File: config.mk
export PLATFORM = sky130hd
export DESIGN_NAME = pool_scheduler
export DESIGN_NICKNAME = d
export VERILOG_FILES = /design/src/rtl/pool_scheduler.sv
export SDC_FILE = /design/constraint.sdc
export NUM_CORES = 1
export LEC_CHECK = 0
export ABC_AREA = 1
export CAP_MARGIN = 40
export CORE_UTILIZATION = 51
export DETAILED_ROUTE_END_ITERATION = 10
export PLACE_DENSITY = 0.88
export SYNTH_ARGS = -nofsm -noshare
export SYNTH_HDL_FRONTEND = slang
export SYNTH_SLANG_ARGS = --single-unit
File: constraint.sdc
create_clock -name clk_in -period 2.6 [get_ports clk_in]
set_clock_uncertainty 0.05 [all_clocks]
set_input_delay 0.52 -clock clk_in [delete_from_list [all_inputs] [get_ports clk_in]]
set_output_delay 0.52 -clock clk_in [all_outputs]
set_load 0.01 [all_outputs]
File: src/rtl/pool_scheduler.sv
// pool_scheduler: round sequencer for the hashing pool.
// Loads a job's nonce base, pulses all cores in lock-step, checks the
// per-core match vector after each round and advances the base by
// POOL_SIZE until a match is found or the nonce space carries out.
// Optional feature macro: POOL_SCHED_WATCHDOG_EN (WAIT-state watchdog).
module pool_scheduler #(
    parameter int unsigned POOL_SIZE       = 2,
    parameter int unsigned POOL_SIZE_LOG2  = 1,
    parameter int unsigned NONCE_WIDTH     = 32,
    parameter int unsigned WATCHDOG_CYCLES = 1024
) (
    input  logic                      clk_in,
    input  logic                      reset_n_in,
    input  logic                      job_valid_in,
    input  logic [NONCE_WIDTH-1:0]    nonce_start_in,
    input  logic                      halt_in,
    input  logic [POOL_SIZE-1:0]      core_done_in,
    input  logic [POOL_SIZE-1:0]      core_match_in,
    output logic                      core_start_out,
    output logic [NONCE_WIDTH-1:0]    nonce_base_out,
    output logic [NONCE_WIDTH-1:0]    winner_nonce_out,
    output logic [POOL_SIZE_LOG2-1:0] winner_idx_out,
    output logic                      found_out,
    output logic                      exhausted_out,
    output logic                      busy_out,
    output logic                      ready_out,
    output logic                      fault_out
);

    localparam logic [2:0] S_IDLE      = 3'd0;
    localparam logic [2:0] S_START     = 3'd1;
    localparam logic [2:0] S_WAIT      = 3'd2;
    localparam logic [2:0] S_CHECK     = 3'd3;
    localparam logic [2:0] S_FOUND     = 3'd4;
    localparam logic [2:0] S_EXHAUSTED = 3'd5;
    localparam logic [2:0] S_FAULT     = 3'd6;

    // Elaboration-time sanity check of the configuration
    if (POOL_SIZE_LOG2 < 1 || POOL_SIZE > (1 << POOL_SIZE_LOG2) ||
        POOL_SIZE < 1 || WATCHDOG_CYCLES < 2) begin : g_bad_params
        $error("pool_scheduler: inconsistent parameters");
    end

    logic [2:0]                state_q, state_d;
    logic [NONCE_WIDTH-1:0]    base_q, base_d;
    logic [POOL_SIZE-1:0]      match_q, match_d;
    logic [NONCE_WIDTH-1:0]    win_nonce_q, win_nonce_d;
    logic [POOL_SIZE_LOG2-1:0] win_idx_q, win_idx_d;
    logic [POOL_SIZE_LOG2-1:0] low_idx;
    logic [NONCE_WIDTH:0]      base_sum;
    logic                      core_start_q, busy_q, found_q, exhausted_q, ready_q;
    logic                      wd_expired;

    // Next base with carry out; the carry alone marks nonce-space exhaustion
    assign base_sum = {1'b0, base_q} + (NONCE_WIDTH+1)'(POOL_SIZE);

`ifdef POOL_SCHED_WATCHDOG_EN
    localparam int unsigned WD_W = $clog2(WATCHDOG_CYCLES);

    logic [WD_W-1:0] wd_cnt_q;
    logic            fault_q;

    // Watchdog counter: zero on entry to WAIT, counts every WAIT cycle
    always_ff @(posedge clk_in or negedge reset_n_in) begin
        if (!reset_n_in) begin
            wd_cnt_q <= '0;
        end else if (state_q == S_WAIT) begin
            wd_cnt_q <= wd_cnt_q + WD_W'(1);
        end else begin
            wd_cnt_q <= '0;
        end
    end

    assign wd_expired = (wd_cnt_q == WD_W'(WATCHDOG_CYCLES - 1));

    // Fault flag register
    always_ff @(posedge clk_in or negedge reset_n_in) begin
        if (!reset_n_in) begin
            fault_q <= 1'b0;
        end else begin
            fault_q <= (state_d == S_FAULT);
        end
    end

    assign fault_out = fault_q;
`else
    assign wd_expired = 1'b0;
    assign fault_out  = 1'b0;
`endif

    // Lowest set index of the latched match vector
    always_comb begin
        low_idx = '0;
        for (int i = int'(POOL_SIZE) - 1; i >= 0; i--) begin
            if (match_q[i]) begin
                low_idx = POOL_SIZE_LOG2'(i);
            end
        end
    end

    // State and datapath registers
    always_ff @(posedge clk_in or negedge reset_n_in) begin
        if (!reset_n_in) begin
            state_q     <= S_IDLE;
            base_q      <= '0;
            match_q     <= '0;
            win_nonce_q <= '0;
            win_idx_q   <= '0;
        end else begin
            state_q     <= state_d;
            base_q      <= base_d;
            match_q     <= match_d;
            win_nonce_q <= win_nonce_d;
            win_idx_q   <= win_idx_d;
        end
    end

    // Next-state and datapath update; halt beats job reload, both beat the round
    always_comb begin
        state_d     = state_q;
        base_d      = base_q;
        match_d     = match_q;
        win_nonce_d = win_nonce_q;
        win_idx_d   = win_idx_q;

        case (state_q)
            S_IDLE: begin
                state_d = S_IDLE;
            end
            S_START: begin
                state_d = S_WAIT;
            end
            S_WAIT: begin
                if (&core_done_in) begin
                    match_d = core_match_in;
                    state_d = S_CHECK;
                end else if (wd_expired) begin
                    state_d = S_FAULT;
                end
            end
            S_CHECK: begin
                if (|match_q) begin
                    win_idx_d   = low_idx;
                    win_nonce_d = base_q + NONCE_WIDTH'(low_idx);
                    state_d     = S_FOUND;
                end else if (base_sum[NONCE_WIDTH]) begin
                    state_d = S_EXHAUSTED;
                end else begin
                    base_d  = base_sum[NONCE_WIDTH-1:0];
                    state_d = S_START;
                end
            end
            S_FOUND, S_EXHAUSTED, S_FAULT: begin
                state_d = state_q;
            end
            default: begin
                state_d = S_IDLE;
            end
        endcase

        if (halt_in) begin
            state_d     = S_IDLE;
            base_d      = base_q;
            win_nonce_d = win_nonce_q;
            win_idx_d   = win_idx_q;
        end else if (job_valid_in) begin
            state_d     = S_START;
            base_d      = nonce_start_in;
            win_nonce_d = win_nonce_q;
            win_idx_d   = win_idx_q;
        end
    end

    // Status outputs registered from the next state so they align with it
    always_ff @(posedge clk_in or negedge reset_n_in) begin
        if (!reset_n_in) begin
            core_start_q <= 1'b0;
            busy_q       <= 1'b0;
            found_q      <= 1'b0;
            exhausted_q  <= 1'b0;
            ready_q      <= 1'b0;
        end else begin
            core_start_q <= (state_d == S_START);
            busy_q       <= (state_d == S_START) || (state_d == S_WAIT) ||
                            (state_d == S_CHECK);
            found_q      <= (state_d == S_FOUND);
            exhausted_q  <= (state_d == S_EXHAUSTED);
            ready_q      <= (state_d == S_FOUND) || (state_d == S_EXHAUSTED) ||
                            (state_d == S_FAULT);
        end
    end

    assign core_start_out   = core_start_q;
    assign busy_out         = busy_q;
    assign found_out        = found_q;
    assign exhausted_out    = exhausted_q;
    assign ready_out        = ready_q;
    assign nonce_base_out   = base_q;
    assign winner_nonce_out = win_nonce_q;
    assign winner_idx_out   = win_idx_q;

endmodule
==> impl_metrics.toml, run 1 <==
[clock_network]
htreeDepth = 3
cts_hold_buffers = 0
post_cts_buffers = 0
clkSlewWorstSetupHoldPaths_ns = 0.08
cts_max_path_buffers = 2
root_buffer = "clkbuf_8"
clk_latency_ns = 0.35
cts_tree = "done"
clock-sinks = 75
cts_inserted_buffers = 9
cts_resized = 0

[grt]
grt_pass1_vias = 4743
grt.busiest_layer = "met2"
use_met2_pct = 55.6
grt_start_max_net_pins = 51
antenna_found_initial = 0
gr-usage-all-layers_pct = 33.2
grt_pass1_wl_mm = 24.8
gr-usage-met1_pct = 46.1
grt_overflow = 0
use_met3_pct = 3.29

[die]
start_util_pct = 53.5
core_um2 = 8850
num_rows = 34
die_w_um = 98.4
fp.dieH_um = 98.4
io_pins = 111
dieArea_um2 = 9680

[power]
vdd_drop_max_v = 0.000343
total_power_mw = 3.45
seqPwrFrac_pct = 43.6
p_leak_nw = 2.82
switching_share_pct = 33.1
switchingPower_mw = 1.14
p_clk_share_pct = 27.9
p_int_mw = 2.31
power.density_nw_per_um2 = 560
power_frac_comb_pct = 28.5

[place]
place_inst = 893
portBuffers = 109
hpwl_mm = 11.8
place_congestion = 0.947

[layout]
synthToLayoutAreaGrowth_pct = 30.1
antenna-diode-count = 0
final_cell_mix = "nand2_1, clkdlybuf4s50_1, nand3_1, dfrtp_1, inv_1"
final_common_cell = "nand2_1"
fin_cells = 907
fill_cells = 775
nets = 839
layout-drive-gt1-share_pct = 9.76
fin_util_pct = 69.7

[route]
antenna_left = 0
wl_per_cell_um = 16.9
via_per_inst = 5.41
drt-total-wl_mm = 15.3
drtPass1Iterations = 9
dr.first_iter.drc_count = 321
routed-via-count = 4903
drc = 8

[critical_path]
setup.worst_path.start_class = "flip-flop"
slowest_delay_ns = 0.39
cp_max_fo = 4
path_class = "reg2reg"
worst-path-buf-inv = 0
cp.required_ns = 2.76
slowest_stage = "dfrtp_1"
path_cells = "nor2_1 -> ha_1 -> ha_1 -> nand3_1 -> nor2_1 -> nand2_1 -> nor2_1 -> xor2_1 -> o21ai_0"
endpoint_kind = "flip-flop"
cp_common_cell = "nor2_1"
arrival_ns = 2.49
path_delay_family = "simple AND/OR/NAND/NOR gates"

[run]
maxCapViolCount = 0

[yosys]
yosysSeqAreaShare_pct = 39.6
async_flop_share_pct = 100
syn_avg_cell_area_um2 = 6.95
synth.distinct_cells = 31
syn_nets = 725
synth-edff-count = 0
ys.flop_type = "dfrtp_1"
synth_cells = 682
synth_area_um2 = 4740
ys_ff_latch = 75
synth_warnings = 0

[timing]
finalCritPeriodShare_pct = 89.6
fin_crit_ns = 2.33
setup_viol = 0
rsz0062_at_grt = "no"
timing.final.max_slew_violations = 0
timing_hold_violations_final = 0
fmax_mhz = 429
finalSetupTns_ns = 0
worst_slew_pin_slew_ns = 0.569
timing.slew.headroom_pct = 62.0

[hold_path]
hold_class = "in2async"

[status]
violations = "DRC"
status = "finished with violations"
## worst reg2reg max path: stages, from the launching register on
cell and delay, ns:
dfrtp_1 0.39, nor2_1 0.17, ha_1 0.25, ha_1 0.25, nand3_1 0.13, nor2_1 0.21, nand2_1 0.11, nor2_1 0.22
xor2_1 0.29, o21ai_0 0.11
## per-stage QoR
step / hold WS, ns / cell area (um2) / worst slack (ns)
finish: 0.111 / 6170 / 0.269
global route: 0.152 / 6170 / 0.0305
CTS: 0.118 / 6170 / 0.259
detailed placement: 0.412 / 5960 / 0.273
global placement: 0.415 / 5960 / 0.339
floorplan: 0.174 / 4740 / 0.663
## state kept, by name, summed over array words and instances (netlist names), 2 cells and up
name,cells
state_q,3
match_q,2
nonce_base_out,32
winner_nonce_out,32
## power groups by stage
| stage | combinational, mW | sequential [mW] | clock, mW |
|---|---|---|---|
| 6_report | 0.984 | 1.51 | 0.964 |
| 5_1_grt | 1.08 | 1.52 | 1.02 |
| 3_5_place_dp | 0.981 | 1.52 | 0 |
| 2_1_floorplan | 0.421 | 1.52 | 0 |
| 3_3_place_gp | 0.955 | 1.52 | 0 |
| 4_1_cts | 0.986 | 1.50 | 0.972 |
## final cells by class
type	count	area (um2)	share of cell area [%]
Multi-Input combinational cell	524	2510	40.6
Sequential cell	75	1880	30.4
Timing Repair Buffer	124	1210	19.6
Inverter	62	233	3.77
Tap cell	108	135	2.19
Clock buffer	9	124	2.01
Clock inverter	5	80.1	1.30
## final timing paths
check	end	cells after the start	slack (ns)	start
worst max-delay path	winner_nonce_out[12]$_DFFE_PN0P_	9	0.27	match_q[0]$_DFFE_PN0P_
worst min-delay path	nonce_base_out[10]$_DFFE_PN0P_	1	0.11	reset_n_in
worst max register to register	winner_nonce_out[12]$_DFFE_PN0P_	9	0.27	match_q[0]$_DFFE_PN0P_
worst min register to register	winner_idx_out$_DFFE_PN0P_	2	0.43	winner_idx_out$_DFFE_PN0P_
max in group asynchronous	winner_nonce_out[26]$_DFFE_PN0P_	2	1.52	reset_n_in
min in group clk_in	winner_idx_out$_DFFE_PN0P_	2	0.43	winner_idx_out$_DFFE_PN0P_
## per-layer routing
metal | part of all wire, % | vias up | wire length, um
li1 | - | 2379 | -
met1 | 44 | 2307 | 6700
met2 | 48 | 199 | 7370
met3 | 6.4 | 18 | 978
met4 | 1.6 | 0 | 242
met5 | 0 | - | 0
## cell usage after synthesis, types with 2 or more instances
cell	number	area share [%]
nand2_1	256	20
nand3_1	79	8.3
dfrtp_1	75	40
inv_1	61	4.8
nor2_1	59	4.7
o21ai_0	41	4.3
xor2_1	19	3.5
o21ai_2	14	2.6
clkbuf_1	10	0.79
nand3_2	9	1.9
or2_2	9	1.2
a21oi_1	6	0.63
nor2_2	6	0.79
nand4_1	5	0.66
buf_6	4	0.95
buf_4	3	0.48
ha_1	3	0.79
nor2_4	3	0.71
and2_1	2	0.26
buf_1	2	0.16
buf_2	2	0.21
mux2_2	2	0.48
nand2_2	2	0.26
nand2_4	2	0.48
xnor2_1	2	0.37
## logic make-up (layout without fill, tap and decap cells)
| kind of cell | after synthesis | count (layout) | share of synthesized area [%] |
|---|---|---|---|
| AO/OA/AOI/OAI | 64 | 64 | 8.00 |
| other | 1 | 1 | 0.0791 |
| flip-flops | 75 | 75 | 39.6 |
| buffers and inverters | 83 | 200 | 7.50 |
| multiplexers | 2 | 2 | 0.475 |
| adder cells (fa/ha/maj) | 3 | 3 | 0.792 |
| AND/OR/NAND/NOR | 433 | 433 | 39.7 |
| XOR/XNOR | 21 | 21 | 3.88 |
No activity file was read; power rests on OpenSTA's default activity.
==> run 2, diff against run 1 <==
--- a/config.mk
+++ b/config.mk
@@ -9,6 +9,7 @@
 export CAP_MARGIN = 40
 export CORE_UTILIZATION = 51
 export DETAILED_ROUTE_END_ITERATION = 10
+export GPL_TIMING_DRIVEN = 0
 export PLACE_DENSITY = 0.88
 export SYNTH_ARGS = -nofsm -noshare
 export SYNTH_HDL_FRONTEND = slang
==> impl_metrics.toml, run 2 (synthesis results as in run 1) <==
[route]
routed-via-count = 4990
antenna_left = 0
drt-total-wl_mm = 15.7
dr.first_iter.drc_count = 318
via_per_inst = 5.45
drc = 7
drtPass1Iterations = 11
wl_per_cell_um = 17.1

[place]
place_inst = 899
place_congestion = 0.947
hpwl_mm = 12.5
dpl_worst_slack_ns = 0.00261
portBuffers = 108

[clock_network]
clkSlewWorstSetupHoldPaths_ns = 0.09
cts_tree = "done"
clock-sinks = 75
cts_inserted_buffers = 9
cts_hold_buffers = 0
cts_max_path_buffers = 2
htreeDepth = 3
root_buffer = "clkbuf_8"
clk_latency_ns = 0.36

[run]
maxCapViolCount = 0

[critical_path]
r2r_setup_slack_ns = 0.20
worstReg2RegEnd = "winner_nonce_out[8]$_DFFE_PN0P_"
cp.required_ns = 2.77
setup.worst_path.start_class = "flip-flop"
arrival_ns = 2.56
path_class = "reg2reg"
r2r_cells = 9
endpoint_kind = "flip-flop"
cp_max_fo = 6
reg2reg_from = "match_q[0]$_DFFE_PN0P_"

[timing]
timing.slew.headroom_pct = 52.2
fin_crit_ns = 2.40
setup_viol = 0
worst_slew_pin_slew_ns = 0.716
fmax_mhz = 417
setup_ws_ns = 0.203
finalCritPeriodShare_pct = 92.2
timing_hold_violations_final = 0
timing.final.max_slew_violations = 0
rsz0062_at_grt = "no"

[power]
p_leak_nw = 2.81
power.density_nw_per_um2 = 552
vdd_drop_max_v = 0.000349

[layout]
final_common_cell = "nand2_1"
antenna-diode-count = 0
layout-drive-gt1-share_pct = 9.42
nets = 845
synthToLayoutAreaGrowth_pct = 30.4
fin_cells = 915
final_cell_mix = "nand2_1, clkdlybuf4s50_1, nand3_1, dfrtp_1, inv_1"

[grt]
gr-usage-all-layers_pct = 35.0
grt_pass1_wl_mm = 25.9
antenna_found_initial = 0
grt_start_max_net_pins = 41
grt_overflow = 0
grt_pass1_vias = 5030

[die]
io_pins = 111
dieArea_um2 = 9680
num_rows = 34
die_w_um = 98.4
start_util_pct = 53.5
fp.dieH_um = 98.4
core_um2 = 8850

[status]
status = "finished with violations"
violations = "DRC"

[hold_path]
hold_class = "in2async"
[run 2: through the flow]
stage	util, %	power, mW	cell area [um2]	setup TNS (ns)	hold WS (ns)
final	69.8	3.41	6180	0	0.0803
after global routing	69.8	3.57	6180	0	0.124
after CTS	69.7	3.39	6160	0	0.100
after detailed placement	67.5	2.48	5970	0	0.416
after global placement	67.3	2.45	5950	-118.23	0.411
after floorplan	-	1.95	4740	0	0.174
[run 2: final cells by class]
| class | instances | area [um2] |
|---|---|---|
| repair buffers | 109 | 1100 |
| well taps | 108 | 135 |
| fillers | 764 | 2670 |
| inverters | 62 | 233 |
| plain buffers | 21 | 123 |
| clock inverters | 6 | 63.8 |
| clock buffers | 10 | 128 |
| flip-flops and latches | 75 | 1880 |
| multi-input cells | 524 | 2520 |
[run 2: worst max-delay path by stage]
stage	from	to	slack, ns	depth (start not counted)
after floorplan	match_q[0]$_DFFE_PN0P_	winner_nonce_out[28]$_DFFE_PN0P_	0.66	11
after global placement	reset_n_in	winner_nonce_out[31]$_DFFE_PN0P_	-1.58	1
after detailed placement	match_q[0]$_DFFE_PN0P_	winner_nonce_out[12]$_DFFE_PN0P_	0.003	9
after CTS	match_q[0]$_DFFE_PN0P_	winner_nonce_out[12]$_DFFE_PN0P_	0.003	9
after global routing	match_q[1]$_DFFE_PN0P_	winner_nonce_out[12]$_DFFE_PN0P_	0.05	10
final	match_q[0]$_DFFE_PN0P_	winner_nonce_out[8]$_DFFE_PN0P_	0.20	9
[run 2: critical path: stages (launching register included)]
cell,delay [ns]
dfrtp_1,0.40
nor2_1,0.24
ha_4,0.25
ha_1,0.24
nand3_1,0.14
nor2_2,0.18
nand2_1,0.11
inv_1,0.15
xor2_1,0.32
o21ai_0,0.16
[run 2: per-layer routing]
| metal | track usage [%] | part of all wire [%] |
|---|---|---|
| met1 | 47.5 | 43 |
| met5 | 0 | 0 |
| met3 | 4.15 | 6.9 |
| met4 | 15.4 | 3.1 |
| met2 | 56.7 | 47 |
[run 2: timing repair]
action | CTS | global route
buffers inserted | 0 | 0
resized for setup | 0 | 3
setup endpoints to repair | 0 | 6
[run 2: report_power, final]
part           switching, mW  internal [mW]
Combinational          0.504          0.479
Sequential             0.200           1.30
Clock                  0.477          0.444
==> run 3, diff against run 2 <==
--- a/config.mk
+++ b/config.mk
@@ -7,10 +7,10 @@
 export LEC_CHECK = 0
 export ABC_AREA = 1
 export CAP_MARGIN = 40
-export CORE_UTILIZATION = 51
+export CORE_UTILIZATION = 45
 export DETAILED_ROUTE_END_ITERATION = 10
 export GPL_TIMING_DRIVEN = 0
-export PLACE_DENSITY = 0.88
+export PLACE_DENSITY = 0.8
 export SYNTH_ARGS = -nofsm -noshare
 export SYNTH_HDL_FRONTEND = slang
 export SYNTH_SLANG_ARGS = --single-unit
==> impl_metrics.toml, run 3 (synthesis results as in run 1) <==
[layout]
final_common_cell = "nand2_1"
layout-drive-gt1-share_pct = 9.54
final_cell_mix = "nand2_1, clkdlybuf4s50_1, nand3_1, dfrtp_1, inv_1"
nets = 845
fin_util_pct = 60.5
antenna-diode-count = 0
fin_area_um2 = 6220
synthToLayoutAreaGrowth_pct = 31.2

[timing]
timing.final.max_slew_violations = 0
rsz0062_at_grt = "no"
timing_hold_violations_final = 0
setup_viol = 0
timing.slew.headroom_pct = 58.0
fin_crit_ns = 2.40
fmax_mhz = 417
worst_slew_pin_slew_ns = 0.629
finalSetupTns_ns = 0
finalCritPeriodShare_pct = 92.1

[power]
p_leak_nw = 2.81
switching_share_pct = 34.5
power.density_nw_per_um2 = 547
power_frac_comb_pct = 28.8
switchingPower_mw = 1.17
vdd_drop_max_v = 0.000310
seqPwrFrac_pct = 44.2
p_clk_share_pct = 27.1
p_int_mw = 2.23

[route]
dr.first_iter.drc_count = 283
drt-total-wl_mm = 15.6
drtPass1Iterations = 4
routed-via-count = 4910
wl_per_cell_um = 16.6
via_per_inst = 5.21
antenna_left = 0
drc = 0

[clock_network]
cts_tree = "done"
clk_latency_ns = 0.37
cts_hold_buffers = 0
cts_max_path_buffers = 2
post_cts_buffers = 0
clock-sinks = 75
cts_inserted_buffers = 9
root_buffer = "clkbuf_8"
clkSlewWorstSetupHoldPaths_ns = 0.10
htreeDepth = 3

[grt]
grt_start_max_net_pins = 47
grt_pass1_wl_mm = 25.4
antenna_found_initial = 0
grt_pass1_vias = 4852
grt_overflow = 0
gr-usage-all-layers_pct = 30.3

[critical_path]
cp_max_fo = 6
path_class = "reg2reg"
arrival_ns = 2.57
cp.required_ns = 2.78
endpoint_kind = "flip-flop"
setup.worst_path.start_class = "flip-flop"

[place]
place_congestion = 0.903
hpwl_mm = 12.5
portBuffers = 108
dpl_cell_area_um2 = 6010

[run]
maxCapViolCount = 0

[die]
num_rows = 37
io_pins = 111
die_w_um = 105
start_util_pct = 46.1
core_um2 = 10300
fp.dieH_um = 105
dieArea_um2 = 10900

[hold_path]
hold_class = "in2async"

[status]
status = "finished, final reports clean"
==> run 3: worst max-delay path, cell delays in order (launching register included) <==
cell and delay [ns]:
dfrtp_1 0.41, nor2_2 0.21, ha_4 0.23, ha_1 0.23, nand3_1 0.15, nor2_2 0.19
nand2_1 0.12, nor2_1 0.25, xor2_1 0.29, o21ai_0 0.11
==> run 3: layer usage <==
layer / global-route usage, % / share of wire [%] / up-vias
met5: 0 / 0 / -
met2: 48.5 / 46 / 166
met3: 3.99 / 5.2 / 19
li1: - / - / 2399
met1: 42.7 / 47 / 2326
met4: 8.95 / 1.8 / 0
==> run 3: cell type report <==
cell class | count | area (um2)
buffer | 21 | 123
clock buffer | 10 | 128
clock inverter | 6 | 63.8
fill | 994 | 4060
inverter | 62 | 233
multi-input combinational | 524 | 2520
sequential | 75 | 1880
tap | 136 | 170
timing repair buffer | 109 | 1100
==> run 3: worst paths after layout <==
kind / startpoint / end / slack (ns) / cells after the start
min in group clk_in: winner_idx_out$_DFFE_PN0P_ / winner_idx_out$_DFFE_PN0P_ / 0.43 / 2
hold reg to reg: winner_idx_out$_DFFE_PN0P_ / winner_idx_out$_DFFE_PN0P_ / 0.43 / 2
setup / recovery: match_q[0]$_DFFE_PN0P_ / winner_nonce_out[12]$_DFFE_PN0P_ / 0.20 / 9
max in group asynchronous: reset_n_in / winner_idx_out$_DFFE_PN0P_ / 1.88 / 2
setup reg to reg: match_q[0]$_DFFE_PN0P_ / winner_nonce_out[12]$_DFFE_PN0P_ / 0.20 / 9
hold / removal: reset_n_in / nonce_base_out[6]$_DFFE_PN0P_ / 0.03 / 1
==> run 3: metrics by stage <==
step	cells	hold slack (ns)	total power [mW]	worst slack [ns]
2_1_floorplan	682	0.174	1.95	0.663
3_3_place_gp	926	0.409	2.46	-1.58
3_5_place_dp	927	0.415	2.49	-0.0743
4_1_cts	943	0.0370	3.41	0.0114
5_1_grt	943	0.0546	3.59	0.0445
6_report	943	0.0261	3.40	0.204
==> run 3: what timing repair did <==
action | in CTS | in global routing
gates cloned | 0 | 0
gates resized for setup | 1 | 3
setup endpoints to repair | 3 | 5
endpoints found under the hold margin | 0 | 0
==> run 3: power by group through the flow <==
| stage | combinational, mW | clock [mW] | sequential, mW |
|---|---|---|---|
| after floorplan | 0.421 | 0 | 1.52 |
| after global placement | 0.946 | 0 | 1.51 |
| after detailed placement | 0.968 | 0 | 1.52 |
| after CTS | 0.973 | 0.938 | 1.50 |
| after global routing | 1.08 | 0.982 | 1.53 |
| final | 0.979 | 0.920 | 1.50 |
==> RTL edit 1, RTL diff (settings of run 3) <==
Add a define of `POOL_SCHED_WATCHDOG_EN`.
--- a/src/rtl/pool_scheduler.sv
+++ b/src/rtl/pool_scheduler.sv
@@ -3,6 +3,8 @@
 // per-core match vector after each round and advances the base by
 // POOL_SIZE until a match is found or the nonce space carries out.
 // Optional feature macro: POOL_SCHED_WATCHDOG_EN (WAIT-state watchdog).
+`define POOL_SCHED_WATCHDOG_EN
+
 module pool_scheduler #(
     parameter int unsigned POOL_SIZE       = 2,
     parameter int unsigned POOL_SIZE_LOG2  = 1,
Behaviour: same outputs for any inputs over 10 cycles, from zero or initial values and one cycle with reset_n_in low; that may be too few to reach the edited logic, so the function may still have changed.
==> RTL edit 1 against run 3 <==
- final area up 12%
- synthesized cell count up 9.5%
- wire length up 1.7%
- area after synthesis up 13%
- hold slack better by 0.011 ns
- power up 20%
- count of clock-buffer cells in the layout unchanged
- worst setup slack better by 0.0087 ns
- sequential cell count up 11
==> RTL edit 1: results (changes against run 3) <==
stage	metric	value	unit	change
layout	ANT cells	0		unchanged
synthesis	Area contributors post-synth	dfrtp_1, nand2_1, nand3_1		
drt	final WL	15900	um	+1.7%
clock_tree	clk_lat worst skew	0.34	ns	-0.03 ns
drt	uppermost layer routed	met4		
worst_setup_path	Critical Path Max Stage Delay	0.46	ns	+0.05 ns
clock_tree	clock-pin slew on the worst setup and hold paths	0.07	ns	-0.03 ns
placement	GP Congestion	0.9741		+7.9%
synthesis	syn avg cell area	7.145	um^2	+2.8%
clock_tree	Max H-tree Level	3		unchanged
synthesis	ys async rst share	100.0	%	unchanged
global_route	met3 usage	4.483	%	+0.49 points
placement	post-placement cell area	6633	um^2	+10%
layout	Layout Nets	912		+7.9%
global_route	met2 usage	40.50	%	-8.0 points
drt	DRT Pass-1 Iters	5		+1
sta	Max Slew Vio Count	0		unchanged
synthesis	Net Count, Synth	791		+9.1%
synthesis	synth cell count leaders	nand2_1, dfrtp_1, nand3_1		
run_status	status	complete, no violations		
global_route	vias in the first global route	4946		+1.9%
clock_tree	Root Buffer	clkbuf_16		
global_route	grt met1 use	36.73	%	-6.0 points
placement	Port Buffer Count	109		+0.93%
placement	Setup WS pre-CTS	0.1950	ns	+0.2693 ns
clock_tree	clk buf depth	2		unchanged
worst_setup_path	Crit path max-delay family	simple AND/OR/NAND/NOR gates		
clock_tree	Num CTS Buffers	9		unchanged
drt	DR WL/cell	15.64	um	-5.6%
power_and_ir_drop	Peak supply drop	326.6	uV	+5.2%
synthesis	Seq/Total Area, Yosys	40.32	%	+0.71 points
global_route	largest net degree at the start of global routing	61		+30%
drt	WL met1	7156	um	-2.6%
clock_tree	post-CTS resize count	0		-1
drt	number of DRC markers in iteration 0	439		+55%
synthesis	post-synth cell types	30		-3.2%
layout	share of cells above drive strength 1	11.80	%	+2.3 points
synthesis	ys flop type	dfrtp_1		
sta	hold violation count in the final report	0		unchanged
power_and_ir_drop	Cell Int Power	2804	uW	+26%
power_and_ir_drop	register share of total power	41.4	%	-2.8 points
min_path	worst hold-check path type	input pin to async pin		
placement	Final HPWL DP	12460	um	about the same
worst_setup_path	worst-path fanout max	4		-2
drt	Avg Vias per Cell	5.237		+0.58%
drt	met2 wire length	7045	um	-1.8%
global_route	first-pass GRT wire length	25610	um	+0.89%
global_route	GRT Resource Usage Total	26.49	%	-3.8 points
power_and_ir_drop	clock share of power	34.4	%	+7.3 points
worst_setup_path	highest-delay cell along the critical path	nor3_1		
sta	Worst Max-Slew Pin Slew	0.5618	ns	-0.06750 ns
layout	fill count	1055		+6.1%
power_and_ir_drop	Pwr per Cell Area	587.7	nW/um^2	+7.4%
drt	met3 WL post-DR	1145	um	+41%
power_and_ir_drop	Leak	0.003075	uW	+9.5%
clock_tree	setup bufs post-CTS	0		unchanged
worst_setup_path	Arr. time, crit path	2.57	ns	about the same
## RTL edit 1: logic make-up (layout without fill, tap and decap cells)
logic type	after synthesis	after routing	share of synthesized area (%)
AOI/OAI and AO/OA	65	65	7.103
xor gates and xnor gates	26	26	4.266
adders and majority gates	4	4	0.9377
buffers and inverters	82	208	6.634
DFF	86	86	40.32
muxes	1	1	0.2110
and+or+nand+nor	483	483	40.53
## RTL edit 1: final cells by class
type / instances / area (um^2) / share of cell area (%)
Multi-Input combinational cell: 579 / 2834 / 40.73
Inverter: 60 / 225.2 / 3.237
Clock inverter: 6 / 93.84 / 1.349
Tap cell: 143 / 178.9 / 2.571
Clock buffer: 10 / 229.0 / 3.291
Timing Repair Buffer: 110 / 1116 / 16.04
Sequential cell: 86 / 2152 / 30.93
Buffer: 22 / 128.9 / 1.852
## RTL edit 1: final timing paths
path,endpoint,slack [ns],start,cells past startpoint
max in group asynchronous,nonce_base_out[10]$_DFFE_PN0P_,1.86,reset_n_in,2
hold reg to reg,winner_nonce_out[29]$_DFFE_PN0P_,0.43,winner_nonce_out[29]$_DFFE_PN0P_,2
setup reg to reg,winner_nonce_out[24]$_DFFE_PN0P_,0.21,match_q[0]$_DFFE_PN0P_,9
min in group clk_in,winner_nonce_out[29]$_DFFE_PN0P_,0.43,winner_nonce_out[29]$_DFFE_PN0P_,2
setup / recovery,winner_nonce_out[24]$_DFFE_PN0P_,0.21,match_q[0]$_DFFE_PN0P_,9
hold / removal,winner_nonce_out[29]$_DFFE_PN0P_,0.04,reset_n_in,1
## RTL edit 1: worst register-to-register path: stages (launching register included)
cell	delay, ns
dfrtp_1	0.40
nor2_2	0.20
ha_1	0.29
ha_1	0.28
nand3_1	0.19
nor3_1	0.46
nand2_1	0.13
xor2_1	0.17
nand2_1	0.07
nand2_1	0.05
==> RTL edit 2, RTL diff (settings of run 3) <==
Without the edit above. `NONCE_WIDTH`: 32 -> 16.
--- a/src/rtl/pool_scheduler.sv
+++ b/src/rtl/pool_scheduler.sv
@@ -6,7 +6,7 @@
 module pool_scheduler #(
     parameter int unsigned POOL_SIZE       = 2,
     parameter int unsigned POOL_SIZE_LOG2  = 1,
-    parameter int unsigned NONCE_WIDTH     = 32,
+    parameter int unsigned NONCE_WIDTH     = 16,
     parameter int unsigned WATCHDOG_CYCLES = 1024
 ) (
     input  logic                      clk_in,
Ports: changed (resized nonce_base_out, nonce_start_in and winner_nonce_out); port bits go from 111 to 63. No check against the original RTL was run, so the function may have changed too.
==> RTL edit 2 against run 3 <==
- area after synthesis is 47% lower
- worst setup slack better by 0.40 ns
- first-iteration DRC count is 11% lower
- global-route usage is 7.4 points lower
- count of clock-buffer cells in the layout is 3 lower
- non-clock buffer count is 56 lower
- sequential cell count is 32 lower
- wire length is 60% lower
- power is 47% lower
- final area is 47% lower
- combinational power is 46% lower
- core utilization is 2.5 points higher
==> RTL edit 2: results (changes against run 3) <==
stage	metric	value	unit	change
run_status	status	complete, no violations		
worst_setup_path	Reg2Reg Capture Point	winner_nonce_out[14]$_DFFE_PN0P_		
clock_tree	Max H-tree Level	2		-1
placement	Final HPWL DP	4710	um	-62%
layout	ANT cells	0		unchanged
clock_tree	Root Buffer	clkbuf_8		
drt	number of DRC markers in iteration 0	252		-11%
clock_tree	post-CTS resize count	0		-1
placement	post-placement cell area	3239	um^2	-46%
global_route	vias in the first global route	2266		-53%
drt	final WL	6282	um	-60%
synthesis	Seq/Total Area, Yosys	42.60	%	+3.0 points
placement	Placed Cells	473		-49%
synthesis	Area contributors post-synth	dfrtp_1, nand2_1, nand3_1		
sta	Worst Max-Slew Pin Slew	0.5568	ns	-0.07251 ns
global_route	largest net degree at the start of global routing	31		-34%
synthesis	ys async rst share	100.0	%	unchanged
worst_setup_path	worst-path fanout max	7		+1
clock_tree	clk_lat worst skew	0.30	ns	-0.07 ns
clock_tree	clock-pin slew on the worst setup and hold paths	0.09	ns	
worst_setup_path	worst r2r src	match_q[1]$_DFFE_PN0P_		
layout	Layout Nets	437		-48%
synthesis	Net Count, Synth	368		-49%
sta	f_max	0.5015	GHz	+20%
worst_setup_path	highest-delay cell along the critical path	clkdlybuf4s50_1		
clock_tree	clk buf depth	2		unchanged
worst_setup_path	flop2flop setup slack	0.65	ns	+0.45 ns
synthesis	syn avg cell area	7.408	um^2	+6.6%
clock_tree	Num CTS Buffers	5		-4
min_path	worst hold-check path type	input pin to async pin		
worst_setup_path	Crit path max-delay family	buffers and inverters		
power_and_ir_drop	Leak	0.001585	uW	-44%
worst_setup_path	Arr. time, crit path	1.42	ns	-1.15 ns
global_route	initial antenna violation count	0		unchanged
placement	GP Congestion	0.8947		-0.92%
worst_setup_path	worst setup path startpoint	nonce_base_out[4]$_DFFE_PN0P_		
synthesis	post-synth cell types	27		-13%
placement	Port Buffer Count	61		-44%
worst_setup_path	Reg2Reg Depth	10		+1
layout	share of cells above drive strength 1	10.71	%	+1.2 points
sta	final hold slack	0.05093	ns	+0.02481 ns
synthesis	Ys Warns	0		unchanged
worst_setup_path	CP endpoint	nonce_base_out[4]		
power_and_ir_drop	Peak supply drop	298.8	uV	-3.8%
clock_tree	setup bufs post-CTS	0		unchanged
global_route	GRT Resource Usage Total	22.84	%	-7.4 points
synthesis	synth cell count leaders	nand2_1, nand3_1, dfrtp_1		
placement	Setup WS pre-CTS	0.2720	ns	+0.3463 ns
drt	Avg Vias per Cell	5.112		-1.8%
global_route	first-pass GRT wire length	10520	um	-59%
synthesis	ys flop type	dfrtp_1		
drt	DRT Pass-1 Iters	4		unchanged
worst_setup_path	Critical Path Max Stage Delay	0.60	ns	+0.19 ns
layout	final instance count without filler cells	481		-49%
==> RTL edit 2: cell count changes after synthesis, sizes merged, moves of 2 or more <==
cell | before | now
xor2 | 19 | 7
and2 | 2 | 0
dfrtp | 75 | 43
nor2 | 68 | 26
clkbuf | 10 | 6
nand2 | 260 | 120
o21ai | 56 | 24
inv | 62 | 30
buf | 11 | 6
nand3 | 88 | 50
==> RTL edit 2: report_power, final <==
group	internal (uW)	switching, uW
logic	265	259
clock network	189	233
registers	745	98.1
total	1200	590
==> RTL edit 2: layout make-up <==
class | count | area [um^2]
Buffer | 12 | 72.57
Timing Repair Buffer | 62 | 625.6
Sequential cell | 43 | 1076
Clock buffer | 7 | 76.32
Multi-Input combinational cell | 256 | 1265
Tap cell | 70 | 87.58
Fill cell | 478 | 1949
Inverter | 30 | 112.6
Clock inverter | 1 | 5.005
==> RTL edit 2: per-layer routing <==
metal / part of all wire [%] / global-route usage [%] / wire length [um]
met5: 0 / 0 / 0
met4: 2.7 / 10.19 / 170
met3: 5.2 / 3.929 / 326
met2: 48 / 37.14 / 2992
met1: 44 / 29.64 / 2793
==> RTL edit 2: cells by family (layout without fill, tap and decap cells) <==
family                     count (synthesis)  in the layout  synth area share, %
and+or+nand+nor                          212            212                37.84
DFF                                       43             43                42.60
buffers and inverters                     42            112                7.330
AOI/OAI and AO/OA                         30             30                6.934
xor gates and xnor gates                   8              8                2.774
adders and majority gates                  3              3                1.486
muxes                                      2              2               0.8915
other                                      1              1               0.1484
==> RTL edit 2: worst register-to-register path, delay by kind of cell, from the launching register on <==
kind          cells  cell delay [ns]
fa+ha+maj         2             0.43
xor+xnor          1             0.17
simple gates      6             0.77
buf+inv           1             0.06
flops             1             0.37
